**src/rtl/pipe_mem.sv**
```systemverilog
// MEM pipeline stage: one word-aligned req/ack data-memory access per load/store, registered WB bundle.
// Optional request watchdog enabled by defining PIPE_MEM_TIMEOUT_EN (limit set by TIMEOUT_CYCLES).
module pipe_mem #(
  parameter int unsigned TIMEOUT_CYCLES = 16
) (
  input  logic        in_clk,
  input  logic        in_rst,
  input  logic        in_valid,
  input  logic        in_dmem_ena,
  input  logic        in_dmem_wena,
  input  logic [1:0]  in_dmem_type,
  input  logic        in_dmem_sign,
  input  logic [31:0] in_alu_result,
  input  logic [31:0] in_rt_data,
  input  logic [4:0]  in_rd_waddr,
  input  logic        in_rd_sel,
  input  logic        in_rd_wena,
  output logic        out_stall,
  output logic        out_mem_req,
  output logic        out_mem_we,
  output logic [31:0] out_mem_addr,
  output logic [3:0]  out_mem_wmask,
  output logic [31:0] out_mem_wdata,
  input  logic        in_mem_ack,
  input  logic [31:0] in_mem_rdata,
  output logic        out_valid,
  output logic [4:0]  out_rd_waddr,
  output logic        out_rd_sel,
  output logic        out_rd_wena,
  output logic [31:0] out_alu_result,
  output logic [31:0] out_mem_data,
  output logic        out_misalign,
  output logic        out_bus_err
);

  typedef enum logic {
    S_IDLE,
    S_WAIT
  } state_t;

  localparam logic [1:0] T_HALF = 2'b01;
  localparam logic [1:0] T_BYTE = 2'b10;

  state_t      r_state;
  state_t      w_next;

  logic        r_valid;
  logic        r_misalign;
  logic        r_bus_err;
  logic        r_mem_req;
  logic        r_mem_we;
  logic [31:0] r_mem_addr;
  logic [3:0]  r_mem_wmask;
  logic [31:0] r_mem_wdata;
  logic [4:0]  r_rd_waddr;
  logic        r_rd_sel;
  logic        r_rd_wena;
  logic [31:0] r_alu_result;
  logic [31:0] r_mem_data;

  // Bundle fields parked while a request is outstanding.
  logic [4:0]  r_p_rd_waddr;
  logic        r_p_rd_sel;
  logic        r_p_rd_wena;
  logic [31:0] r_p_alu;
  logic [1:0]  r_p_type;
  logic        r_p_sign;

  logic        w_accept;
  logic        w_misalign;
  logic        w_issue;
  logic [3:0]  w_wmask;
  logic [31:0] w_wdata;
  logic [15:0] w_half;
  logic [7:0]  w_byte;
  logic [31:0] w_load_data;
  logic        w_timeout;

  always_comb begin
    w_accept   = (r_state == S_IDLE) && in_valid;
    w_misalign = 1'b0;
    case (in_dmem_type)
      T_HALF:  w_misalign = in_alu_result[0];
      T_BYTE:  w_misalign = 1'b0;
      default: w_misalign = (in_alu_result[1:0] != 2'b00);
    endcase
    w_issue = w_accept && in_dmem_ena && !w_misalign;
  end

  always_comb begin
    w_wmask = 4'b1111;
    w_wdata = in_rt_data;
    case (in_dmem_type)
      T_HALF: begin
        w_wmask = in_alu_result[1] ? 4'b1100 : 4'b0011;
        w_wdata = {2{in_rt_data[15:0]}};
      end
      T_BYTE: begin
        w_wmask = 4'b0001 << in_alu_result[1:0];
        w_wdata = {4{in_rt_data[7:0]}};
      end
      default: begin
        w_wmask = 4'b1111;
        w_wdata = in_rt_data;
      end
    endcase
    if (!in_dmem_wena) begin
      w_wmask = '0;
    end
  end

  always_comb begin
    w_half      = r_p_alu[1] ? in_mem_rdata[31:16] : in_mem_rdata[15:0];
    w_byte      = in_mem_rdata[7:0];
    case (r_p_alu[1:0])
      2'b01:   w_byte = in_mem_rdata[15:8];
      2'b10:   w_byte = in_mem_rdata[23:16];
      2'b11:   w_byte = in_mem_rdata[31:24];
      default: w_byte = in_mem_rdata[7:0];
    endcase
    w_load_data = in_mem_rdata;
    case (r_p_type)
      T_HALF:  w_load_data = {{16{r_p_sign & w_half[15]}}, w_half};
      T_BYTE:  w_load_data = {{24{r_p_sign & w_byte[7]}}, w_byte};
      default: w_load_data = in_mem_rdata;
    endcase
  end

`ifdef PIPE_MEM_TIMEOUT_EN
  localparam int unsigned CW = (TIMEOUT_CYCLES > 1) ? $clog2(TIMEOUT_CYCLES) : 1;
  localparam logic [CW-1:0] TO_LAST = CW'(TIMEOUT_CYCLES - 1);

  logic [CW-1:0] r_to_cnt;

  // Counter restarts every IDLE cycle so it is zero on the first WAIT cycle.
  always_ff @(posedge in_clk or posedge in_rst) begin
    if (in_rst) begin
      r_to_cnt <= '0;
    end else if (r_state == S_WAIT && !in_mem_ack) begin
      r_to_cnt <= r_to_cnt + 1'b1;
    end else begin
      r_to_cnt <= '0;
    end
  end

  assign w_timeout = (r_state == S_WAIT) && !in_mem_ack && (r_to_cnt == TO_LAST);
`else
  assign w_timeout = 1'b0;
`endif

  always_ff @(posedge in_clk or posedge in_rst) begin
    if (in_rst) begin
      r_state <= S_IDLE;
    end else begin
      r_state <= w_next;
    end
  end

  always_comb begin
    w_next = r_state;
    case (r_state)
      S_IDLE:  if (w_issue) w_next = S_WAIT;
      S_WAIT:  if (in_mem_ack || w_timeout) w_next = S_IDLE;
      default: w_next = S_IDLE;
    endcase
  end

  always_ff @(posedge in_clk or posedge in_rst) begin
    if (in_rst) begin
      r_valid      <= 1'b0;
      r_misalign   <= 1'b0;
      r_bus_err    <= 1'b0;
      r_mem_req    <= 1'b0;
      r_mem_we     <= 1'b0;
      r_mem_addr   <= '0;
      r_mem_wmask  <= '0;
      r_mem_wdata  <= '0;
      r_rd_waddr   <= '0;
      r_rd_sel     <= 1'b0;
      r_rd_wena    <= 1'b0;
      r_alu_result <= '0;
      r_mem_data   <= '0;
      r_p_rd_waddr <= '0;
      r_p_rd_sel   <= 1'b0;
      r_p_rd_wena  <= 1'b0;
      r_p_alu      <= '0;
      r_p_type     <= '0;
      r_p_sign     <= 1'b0;
    end else begin
      r_valid    <= 1'b0;
      r_misalign <= 1'b0;
      r_bus_err  <= 1'b0;
      if (r_state == S_IDLE) begin
        if (w_accept) begin
          if (w_issue) begin
            r_mem_req    <= 1'b1;
            r_mem_we     <= in_dmem_wena;
            r_mem_addr   <= {in_alu_result[31:2], 2'b00};
            r_mem_wmask  <= w_wmask;
            r_mem_wdata  <= w_wdata;
            r_p_rd_waddr <= in_rd_waddr;
            r_p_rd_sel   <= in_rd_sel;
            r_p_rd_wena  <= in_rd_wena;
            r_p_alu      <= in_alu_result;
            r_p_type     <= in_dmem_type;
            r_p_sign     <= in_dmem_sign;
          end else begin
            r_valid      <= 1'b1;
            r_misalign   <= in_dmem_ena;
            r_rd_waddr   <= in_rd_waddr;
            r_rd_sel     <= in_rd_sel;
            r_rd_wena    <= in_rd_wena && !in_dmem_ena;
            r_alu_result <= in_alu_result;
            r_mem_data   <= '0;
          end
        end
      end else if (in_mem_ack || w_timeout) begin
        // Ack has priority; a timeout completes with the write-back suppressed.
        r_valid      <= 1'b1;
        r_bus_err    <= !in_mem_ack;
        r_mem_req    <= 1'b0;
        r_mem_we     <= 1'b0;
        r_mem_wmask  <= '0;
        r_rd_waddr   <= r_p_rd_waddr;
        r_rd_sel     <= r_p_rd_sel;
        r_rd_wena    <= r_p_rd_wena && in_mem_ack;
        r_alu_result <= r_p_alu;
        r_mem_data   <= (in_mem_ack && !r_mem_we) ? w_load_data : '0;
      end
    end
  end

  assign out_stall      = (r_state == S_WAIT);
  assign out_mem_req    = r_mem_req;
  assign out_mem_we     = r_mem_we;
  assign out_mem_addr   = r_mem_addr;
  assign out_mem_wmask  = r_mem_wmask;
  assign out_mem_wdata  = r_mem_wdata;
  assign out_valid      = r_valid;
  assign out_rd_waddr   = r_rd_waddr;
  assign out_rd_sel     = r_rd_sel;
  assign out_rd_wena    = r_rd_wena;
  assign out_alu_result = r_alu_result;
  assign out_mem_data   = r_mem_data;
  assign out_misalign   = r_misalign;
  assign out_bus_err    = r_bus_err;

endmodule

```
**config.mk**
```make
export PLATFORM = sky130hd
export DESIGN_NAME = pipe_mem
export DESIGN_NICKNAME = d
export VERILOG_FILES = /design/src/rtl/pipe_mem.sv
export SDC_FILE = /design/constraint.sdc
export NUM_CORES = 1
export LEC_CHECK = 0
export CAP_MARGIN = 10
export CORE_MARGIN = 2
export CORE_UTILIZATION = 49
export DETAILED_ROUTE_END_ITERATION = 8
export PLACE_DENSITY = 0.87
export SLEW_MARGIN = 20
export SYNTH_ARGS = -nofsm -noshare
export SYNTH_HDL_FRONTEND = slang
export SYNTH_SLANG_ARGS = --single-unit
```
**constraint.sdc**
```tcl
create_clock -name in_clk -period 14.6 [get_ports in_clk]
set_input_delay 2.92 -clock in_clk [delete_from_list [all_inputs] [get_ports in_clk]]
set_output_delay 2.92 -clock in_clk [all_outputs]
set_load 0.03 [all_outputs]
```
==> metrics.sh, run 1 <==
DETAIL-ROUTE-ANTENNA-NETS=0
TRITONCTS_BUFFERS=17
YS_SEQ_AREA_SHARE_PCT=54.0
SKEW_NS=0.00585
DRTITER0DRC=400
SYNTHESIS.YOSYS.WARNINGS=0
HP-CLASS='reg -> reg'
SLEW_VIOLATIONS=0
FINALCOREUTILIZATION_PCT=70.2
FINAL-SETUP-VIOL-COUNT=0
MAXIMUM_NUMBER_OF_PINS_ON_ONE_NET_BEFORE_GLOBAL_ROUTE_REPAIR=110
POST_SYNTH_DESIGN_CELL_AREA_MM2=0.00714
FIRST_PASS_ITERS=7
GRT_PASS1_VIAS=6031
FIN_CRIT_SH_PCT=40.0
WL_UM=19500
FINAL_COMMON_CELL='sky130_fd_sc_hd__clkdlybuf4s50_1'
CLOCK.FMAX_MHz=171
ROUTED-WL-MET2_UM=9300
DRT-WIRELENGTH-PER-CELL_UM=18.5
CLK_LATENCY_NS=0.42
RELSLEWSLACK_PCT=26.3
POSTSYNTH.ASYNCRESETSHARE_PCT=100
FLOORPLAN.DIE_AREA_MM2=0.0155
POST_SYNTH_TOP_AREA_CELL='sky130_fd_sc_hd__dfrtp_1'
CRIT_PATH_MAX_FANOUT=80
MET1_LENGTH_UM=7750
FINISH.NET_COUNT=976
TOTAL_NEG_SETUP_SLACK_NS=0
ROUTABILITYCONGESTION=0.838
STATUS='finished, final reports clean'
FINAL_CRITICAL_PATH_REQUIRED_PERIOD_NS=5.84
GRT_FIRST_PASS_WIRELENGTH_UM=31600
START_KIND='primary input'
ANTENNA_FOUND_INITIAL=0
TIMING.CRITICAL_PATH.TO_TYPE='register'
MAX_CAP_VIOL_COUNT=0
COMMONEST_CELLS_AFTER_ROUTING_FILL_AND_TAPS_ASIDE='sky130_fd_sc_hd__clkdlybuf4s50_1 (253), sky130_fd_sc_hd__dfrtp_1 (153), sky130_fd_sc_hd__nand2_1 (104)'
TOP_LEVEL_PORTS=257
TIMING.FINAL.HOLD_VIOLATIONS=0
SYNTH.LIB_CELLS_USED.DISTINCT=44
P_LEAK_nW=4.32
CTS_TREE='built'
SYNTH.TOP_CELLS.BY_AREA='sky130_fd_sc_hd__dfrtp_1 (54%), sky130_fd_sc_hd__mux2_2 (6.8%), sky130_fd_sc_hd__mux2i_1 (6.6%)'
SYN2LAYOUT_AREA_GROWTH_PCT=41.4
CORE_AREA_MM2=0.0144
CRITICAL_PATH_REQUIRED_NS=14.91
FLOORPLAN.DIE.HEIGHT_UM=125
SYN_INST=660
RSZ0062_AT_GRT='false'
PWR_DENSITY_CELL_mW_PER_MM2=171
MET3ROUTEDLENGTH_UM=1720
VIAS_PER_CELL=5.53
CTS-ROOT-BUF='sky130_fd_sc_hd__clkbuf_16'
CRIT_ARRIVAL_NS=6.15
ANT_DIODES=0
CTS-ROOT-TO-SINK-BUFFERS=2
SYNTH_ENABLE_FLOP_CELLS=0
ROUTED.TOP_LAYER='met4'
NUMBER_OF_SYNTHESIZED_REGISTER_BITS=154
NUM_VIAS=5847
DIE_WIDTH_UM=125
DRCVIOLATIONCOUNT=0
CTS_HOLD_REPAIR.BUFFERS=0
WORST_SLEW_PIN_SLEW_NS=1.10
CTS_SETUP_BUFFERS=0
DETAILEDPLACEMENTHPWL_UM=13300
PEAKVDDDROP_V=0.0000977
GRT_USAGE_PCT=25.5
CTSHTREEMAXLEVEL=4
NUMPORTBUFFERS=253
START_UTIL_PCT=49.7
SYNTHFLOPTYPE='sky130_fd_sc_hd__dfrtp_1'
SYN_AREA_PER_CELL_UM2=10.8
POST-SYNTH-TOP-AREA-FRACTION_PCT=54.0
PLACEMENT_ROWS=44
CTS-RESIZED-GATES=0
CLK_PIN_SLEW_NS=0.06
CRITPATHKIND='in -> reg'
CLOCK_SINK_COUNT=154
DRIVE_ABOVE_1_SHARE_PCT=10.2
GRT-OVFL-TOTAL=0
==> sequential cells by signal, indices dropped and copies added, names as in the netlist, 2 cells and up <==
| signal | count |
|---|---|
| r_p_rd_waddr | 5 |
| r_p_alu | 31 |
| out_mem_data | 32 |
| out_rd_waddr | 5 |
| out_mem_wmask | 4 |
| out_mem_wdata | 32 |
| r_p_type | 2 |
| out_alu_result | 32 |
==> through the flow <==
step | hold slack (ns) | cell area, um^2 | setup WS (ns) | cells | total power, mW
floorplan | 0.475 | 7150 | 7.53 | 662 | 1.03
global placement | 0.460 | 9490 | 8.39 | 1025 | 1.27
detailed placement | 0.465 | 9490 | 8.33 | 1025 | 1.28
CTS | 0.478 | 10100 | 8.78 | 1057 | 1.73
global route | 0.497 | 10100 | 8.56 | 1057 | 1.81
finish | 0.476 | 10100 | 8.76 | 1057 | 1.72
==> worst paths after layout <==
check                                     end  slack, ns         startpoint  cells after the start
setup reg to reg                  r_p_alu[29]      11.65          out_stall                      5
hold reg to reg             out_mem_wdata[13]       0.48  out_mem_wdata[13]                      2
min in group asynchronous  out_alu_result[18]       3.11             in_rst                      2
max in group asynchronous           out_stall      10.24             in_rst                      3
setup / recovery                  r_p_alu[29]       8.76    in_dmem_type[0]                      7
hold / removal              out_mem_wdata[13]       0.48  out_mem_wdata[13]                      2
==> synthesized netlist by cell type (2+ instances only) <==
| library cell | number |
|---|---|
| sky130_fd_sc_hd__ha_1 | 4 |
| sky130_fd_sc_hd__mux2_4 | 4 |
| sky130_fd_sc_hd__o21ai_0 | 81 |
| sky130_fd_sc_hd__clkbuf_1 | 22 |
| sky130_fd_sc_hd__o31ai_1 | 18 |
| sky130_fd_sc_hd__o22a_1 | 6 |
| sky130_fd_sc_hd__nor2_1 | 23 |
| sky130_fd_sc_hd__nand3_1 | 3 |
| sky130_fd_sc_hd__a21oi_1 | 14 |
| sky130_fd_sc_hd__o21ai_1 | 10 |
| sky130_fd_sc_hd__nand2_1 | 104 |
| sky130_fd_sc_hd__o22ai_1 | 6 |
| sky130_fd_sc_hd__buf_4 | 35 |
| sky130_fd_sc_hd__buf_1 | 3 |
| sky130_fd_sc_hd__buf_2 | 13 |
| sky130_fd_sc_hd__o211ai_1 | 2 |
| sky130_fd_sc_hd__mux2_2 | 43 |
| sky130_fd_sc_hd__dfrtp_1 | 154 |
| sky130_fd_sc_hd__a221oi_1 | 8 |
| sky130_fd_sc_hd__mux2i_1 | 47 |
| sky130_fd_sc_hd__nand2b_1 | 2 |
| sky130_fd_sc_hd__inv_1 | 10 |
| sky130_fd_sc_hd__a22oi_1 | 24 |
| sky130_fd_sc_hd__a32o_1 | 2 |
| sky130_fd_sc_hd__buf_6 | 3 |
==> cell families (layout without fill, tap and decap cells) <==
| group | Yosys count | after routing | synth area share (%) |
|---|---|---|---|
| AO/OA/AOI/OAI | 179 | 179 | 15.8 |
| adder cells (fa/ha/maj) | 4 | 4 | 0.701 |
| buffers and inverters | 89 | 300 | 7.08 |
| flip-flops | 154 | 154 | 54.0 |
| multiplexers | 95 | 95 | 14.4 |
| other | 1 | 3 | 0.0525 |
| AND/OR/NAND/NOR | 138 | 138 | 7.92 |
==> metal layers <==
layer,global-route usage [%],vias to the layer above
met5,0,-
li1,-,2699
met4,12.0,0
met1,31.1,2827
met2,41.0,267
met3,8.55,54
==> power breakdown <==
| group | internal (mW) | switching (mW) | total, mW |
|---|---|---|---|
| logic | 0.287 | 0.384 | 0.671 |
| clock network | 0.279 | 0.167 | 0.447 |
| registers | 0.533 | 0.0744 | 0.607 |
| total | 1.10 | 0.626 | 1.72 |
==> cell type report <==
class / count / area, um^2
clock inverter: 5 / 81.3
fill: 1020 / 4280
tap: 184 / 230
sequential: 154 / 3850
clock buffer: 27 / 523
timing repair buffer: 256 / 2550
multi-input combinational: 419 / 2800
inverter: 12 / 50.0
==> critical path: stages <==
cell and delay [ns]:
sky130_fd_sc_hd__clkdlybuf4s50_1 0.48, sky130_fd_sc_hd__inv_1 0.06, sky130_fd_sc_hd__ha_1 0.77, sky130_fd_sc_hd__nand2_1 0.28
sky130_fd_sc_hd__nand3b_4 0.47, sky130_fd_sc_hd__buf_4 0.70, sky130_fd_sc_hd__mux2_2 0.42
Note: power is estimated with default switching activity, not from simulation.
==> run 2, diff against run 1 <==
CORE_UTILIZATION = 41   (was 49)
PLACE_DENSITY = 0.77   (was 0.87)
clock period = 5 ns   (was 14.6 ns; I/O delays follow)
==> run 2 against run 1 <==
Effect of this change: final cell count up 4.0%; power rose to 2.9 times the previous value; register-to-register slack worse by 9.3 ns; final area is 1.0% higher; critical endpoint is now out_alu_result[25]; core utilization fell by 11 points; worst setup slack worse by 6.9 ns; clock power rose to 3.0 times the previous value; highest routed layer unchanged; flip-flop and latch count stayed put; non-clock buffer count increased by 2; sequential share of layout area decreased by 0.39 points.
==> metrics.sh, run 2 (synthesis results as in run 1) <==
ANT_DIODES=0
CLOCK.FMAX_MHz=317
MAXIMUM_NUMBER_OF_PINS_ON_ONE_NET_BEFORE_GLOBAL_ROUTE_REPAIR=155
GRT_USAGE_PCT=20.4
DIE_WIDTH_UM=136
HP-CLASS='reg -> reg'
DETAILEDPLACEMENTHPWL_UM=13100
TIMING.FINAL.HOLD_VIOLATIONS=0
MULTI_INPUT_AREA_MM2=0.00280
DRIVE_ABOVE_1_SHARE_PCT=10.6
MAX_CAP_VIOL_COUNT=0
DRCVIOLATIONCOUNT=0
VIAS_PER_CELL=5.18
SLEW_VIOLATIONS=0
PEAKVDDDROP_V=0.000318
NUM_VIAS=5693
TOTAL_NEG_SETUP_SLACK_NS=0
CORE_AREA_MM2=0.0172
COMMONEST_CELLS_AFTER_ROUTING_FILL_AND_TAPS_ASIDE='sky130_fd_sc_hd__clkdlybuf4s50_1 (253), sky130_fd_sc_hd__dfrtp_1 (153), sky130_fd_sc_hd__nand2_1 (104)'
DRTITER0DRC=341
STATUS='finished, final reports clean'
WL_UM=19100
PLACEMENT_ROWS=48
SETUP.WORST_PATH.END='out_alu_result[25]'
FINAL-SETUP-VIOL-COUNT=0
CLOCK_SINK_COUNT=154
DETAIL-ROUTE-ANTENNA-NETS=0
CRIT_PATH_MAX_FANOUT=109
CLK_LATENCY_NS=0.41
WORST_HOLD_SLACK_NS=0.474
P_LEAK_nW=4.34
ANTENNA_FOUND_INITIAL=1
START_KIND='primary input'
WORST_SLEW_PIN_SLEW_NS=1.02
POST-PLACE-WS_NS=1.41
FILLERINSTANCES=1454
FLOORPLAN.DIE_AREA_MM2=0.0185
DESIGN_AREA_MM2=0.0102
CLK_PIN_SLEW_NS=0.06
CTSHTREEMAXLEVEL=4
SYN2LAYOUT_AREA_GROWTH_PCT=42.8
TRITONCTS_BUFFERS=17
RELSLEWSLACK_PCT=32.1
CTS-ROOT-TO-SINK-BUFFERS=2
POSTLAYOUTSETUPSLACKWORST_NS=1.85
CRIT_ARRIVAL_NS=3.39
DRT-WIRELENGTH-PER-CELL_UM=17.4
WORSTSETUPSTARTPOINT='in_dmem_type[1]'
INSTANCES_NO_FILL=1099
CTS_TREE='built'
REG2REG_SETUP_SLACK_NS=2.35
FIN_CRIT_SH_PCT=63.0
ROUTABILITYCONGESTION=0.806
PWR_DENSITY_CELL_mW_PER_MM2=495
CRITPATHKIND='in -> reg'
GRT-OVFL-TOTAL=0
REG2REG_FROM='out_stall'
WORST_R2R_PATH_DEPTH=5
GRT_PASS1_VIAS=5575
SKEW_NS=0.00808
FINISH.NET_COUNT=978
TOP_LEVEL_PORTS=257
NUMPORTBUFFERS=253
PLACED_CELLS_INCL_TAPS=1068
FINAL_COMMON_CELL='sky130_fd_sc_hd__clkdlybuf4s50_1'
FIRST_PASS_ITERS=5
GRT_FIRST_PASS_WIRELENGTH_UM=29300
FINAL_CRITICAL_PATH_REQUIRED_PERIOD_NS=3.15
CTS-ROOT-BUF='sky130_fd_sc_hd__clkbuf_16'
DPL-INSTANCE-AREA_MM2=0.00958
TIMING.CRITICAL_PATH.TO_TYPE='register'
CRITICAL_PATH_REQUIRED_NS=5.24
CTS_SETUP_BUFFERS=0
CTS_HOLD_REPAIR.BUFFERS=0
RSZ0062_AT_GRT='false'
REGISTER_AREA_MM2=0.00385
CTS-RESIZED-GATES=0
TIMING.RR.END='out_mem_wdata[3]'
START_UTIL_PCT=41.6
FLOORPLAN.DIE.HEIGHT_UM=136
[run 2: cell type report]
cell class | instances | share of cell area [%]
inverter | 12 | 0.479
timing repair buffer | 258 | 25.5
tap | 225 | 2.76
clock buffer | 21 | 4.61
clock inverter | 10 | 1.39
multi-input combinational | 419 | 27.5
sequential | 154 | 37.8
[run 2: power by group]
group	switching [mW]	internal, mW
clock network	0.510	0.825
registers	0.209	1.55
logic	1.11	0.840
total	1.83	3.22
[run 2: how the worst min path moves through the flow]
stage                             from                  to  slack, ns  cells past startpoint
detailed placement   out_mem_wdata[13]   out_mem_wdata[13]       0.47                      2
floorplan                  r_p_type[1]         r_p_type[1]       0.48                      2
finish               out_mem_wdata[20]   out_mem_wdata[20]       0.47                      2
global placement    out_alu_result[18]  out_alu_result[18]       0.46                      2
global route               out_mem_req         out_mem_req       0.50                      2
CTS                  out_mem_wdata[13]   out_mem_wdata[13]       0.48                      2
[run 2: per-layer routing]
metal  global-route usage [%]  part of all wire (%)
met1                     25.4                    41
met3                     7.53                   8.9
met5                        0                     0
met4                     7.99                   2.8
met2                     32.2                    47
[run 2: worst max-delay path, cell delays in order]
cell,delay [ns]
sky130_fd_sc_hd__clkdlybuf4s50_1,0.48
sky130_fd_sc_hd__inv_1,0.06
sky130_fd_sc_hd__ha_1,0.17
sky130_fd_sc_hd__buf_4,0.18
sky130_fd_sc_hd__o21ai_2,0.25
sky130_fd_sc_hd__a41o_4,0.90
sky130_fd_sc_hd__o21ai_0,0.25
[run 2: per-stage QoR]
stage / util [%] / power (mW)
final: 59.4 / 5.05
after global routing: 59.4 / 5.29
after CTS: 59.3 / 5.09
after detailed placement: 55.8 / 3.74
after global placement: 55.8 / 3.71
after floorplan: - / 3.01
==> run 3, diff against run 2 <==
CORE_UTILIZATION = 45   (was 41)
PLACE_DENSITY = 0.8   (was 0.77)
clock period = 3.1 ns   (was 5 ns; I/O delays follow)
==> run 3 against run 2 <==
Effect of this change: sequential power rose by 61%; register-to-register slack worse by 1.4 ns; flip-flop and latch count unchanged; highest routed layer is now met5; non-clock buffer count increased by 8; largest cell class unchanged; clock-buffer cell count decreased by 1; final area is 1.1% higher; clock power increased by 69%; critical path depth stayed put; sequential share of layout area shrank 0.40 points; worst setup slack got worse by 1.0 ns.
==> metrics.sh, run 3 (synthesis results as in run 1) <==
CRITPATHKIND='in -> reg'
WL_UM=19100
CTS-RESIZED-GATES=0
DRT-WIRELENGTH-PER-CELL_UM=17.3
FIN_TOTAL_PWR_mW=8.28
START_KIND='primary input'
FILLERINSTANCES=1193
MAXIMUM_NUMBER_OF_PINS_ON_ONE_NET_BEFORE_GLOBAL_ROUTE_REPAIR=105
FINALCOREUTILIZATION_PCT=65.6
TRITONCTS_BUFFERS=17
SYN2LAYOUT_AREA_GROWTH_PCT=44.4
DIE_WIDTH_UM=130
CTS_SETUP_BUFFERS=0
TIMING.CRITICAL_PATH.TO_TYPE='register'
REG2REG_FROM='r_p_type[0]'
DETAILEDPLACEMENTHPWL_UM=13300
REGISTER_AREA_MM2=0.00385
GRT_FIRST_PASS_WIRELENGTH_UM=29300
RELSLEWSLACK_PCT=51.0
WORST_HOLD_SLACK_NS=0.478
ROUTABILITYCONGESTION=0.813
CTS-ROOT-BUF='sky130_fd_sc_hd__clkbuf_16'
FLOORPLAN.DIE.HEIGHT_UM=130
START_UTIL_PCT=45.4
SLOWEST_STAGE='sky130_fd_sc_hd__clkdlybuf4s50_1'
PATH_BUF_INV=3
CLOCK.FMAX_MHz=439
CLOCK_SINK_COUNT=154
TOTAL_NEG_SETUP_SLACK_NS=0
VIAS_PER_CELL=5.27
CTS-ROOT-TO-SINK-BUFFERS=2
GRT_PASS1_VIAS=5643
GLOBALROUTEMET2UTIL_PCT=36.0
FINAL_COMMON_CELL='sky130_fd_sc_hd__clkdlybuf4s50_1'
RSZ0062_AT_GRT='false'
STATUS='finished, final reports clean'
FLOORPLAN.DIE_AREA_MM2=0.0169
REG2REG_SETUP_SLACK_NS=0.99
PWR_DENSITY_CELL_mW_PER_MM2=804
MAX_CAP_VIOL_COUNT=0
HP-START='out_alu_result[3]'
TIMING.FINAL.HOLD_VIOLATIONS=0
GRT_USAGE_PCT=22.4
INSTANCES_NO_FILL=1099
PEAKVDDDROP_V=0.000424
P_LEAK_nW=4.41
GRTUSAGEMET1_PCT=27.6
CTSHTREEMAXLEVEL=4
CRIT_ARRIVAL_NS=2.57
DRCVIOLATIONCOUNT=0
CRITICAL_PATH_REQUIRED_NS=3.39
DRTITER0DRC=375
WORSTPATHCELLLIST='clkdlybuf4s50_1 -> inv_1 -> ha_1 -> o21ai_2 -> a41o_4 -> buf_12 -> o21ai_0'
NUMPORTBUFFERS=253
HP-CLASS='reg -> reg'
DESIGN_AREA_MM2=0.0103
FINAL_CRITICAL_PATH_REQUIRED_PERIOD_NS=2.28
CTS_HOLD_REPAIR.BUFFERS=0
USE_MET3_PCT=7.91
COMMONEST_CELLS_AFTER_ROUTING_FILL_AND_TAPS_ASIDE='sky130_fd_sc_hd__clkdlybuf4s50_1 (253), sky130_fd_sc_hd__dfrtp_1 (153), sky130_fd_sc_hd__nand2_1 (104)'
WORST_SLEW_PIN_SLEW_NS=0.735
ANT_DIODES=0
NUM_VIAS=5794
GRT.BUSIEST_LAYER='met2'
MULTI_INPUT_AREA_MM2=0.00280
LARGEST_DELAY_SHARE_FAMILY_WORST_PATH='compound AO/OA/AOI/OAI gates'
GRT-OVFL-TOTAL=0
CLK_LATENCY_NS=0.43
ANTENNA_FOUND_INITIAL=1
FINAL-SETUP-VIOL-COUNT=0
TOP_LEVEL_PORTS=257
CRIT_PATH_MAX_FANOUT=56
PLACED_CELLS_INCL_TAPS=1067
CORE_AREA_MM2=0.0157
FIRST_PASS_ITERS=5
FIN_CRIT_SH_PCT=73.5
POST-PLACE-WS_NS=0.369
SLEW_VIOLATIONS=0
POSTLAYOUTSETUPSLACKWORST_NS=0.820
DRIVE_ABOVE_1_SHARE_PCT=11.6
PLACEMENT_ROWS=46
WORST_PATH_LARGEST_CELL_DELAY_NS=0.48
SKEW_NS=0.00638
DETAIL-ROUTE-ANTENNA-NETS=0
CLK_PIN_SLEW_NS=0.06
WORSTSETUPSTARTPOINT='in_dmem_type[0]'
DPL-INSTANCE-AREA_MM2=0.00966
CTS_TREE='built'
FINISH.NET_COUNT=986
==> run 3: final cells by class <==
cell class | instances | area share, %
clock buffer | 20 | 4.43
inverter | 12 | 0.473
sequential | 154 | 37.4
multi-input combinational | 419 | 27.1
clock inverter | 12 | 1.80
timing repair buffer | 266 | 26.1
tap | 216 | 2.62
==> run 3: worst min-delay path: stages, from the launching register on <==
cell and delay, ns:
sky130_fd_sc_hd__dfrtp_1 0.34, sky130_fd_sc_hd__nand2_1 0.05, sky130_fd_sc_hd__o21ai_0 0.06
==> run 3: layer usage <==
| metal | vias to the layer above | wire, um |
|---|---|---|
| li1 | 2720 | - |
| met1 | 2813 | 7570 |
| met2 | 225 | 9210 |
| met3 | 34 | 1790 |
| met4 | 2 | 464 |
| met5 | - | 16 |
==> run 3: report_power, final <==
group          switching, mW  internal (mW)
Clock                  0.849           1.40
Combinational           1.81           1.38
Sequential             0.336           2.51
Total                   2.99           5.29
==> run 3: final timing paths <==
kind / cells past startpoint / to
worst max-delay path: 7 / out_alu_result[10]
worst min-delay path: 2 / out_alu_result[3]
worst max register to register: 6 / out_mem_data[3]
worst min register to register: 2 / out_alu_result[3]
max in group asynchronous: 3 / out_mem_wdata[1]
min in group asynchronous: 3 / out_mem_data[31]
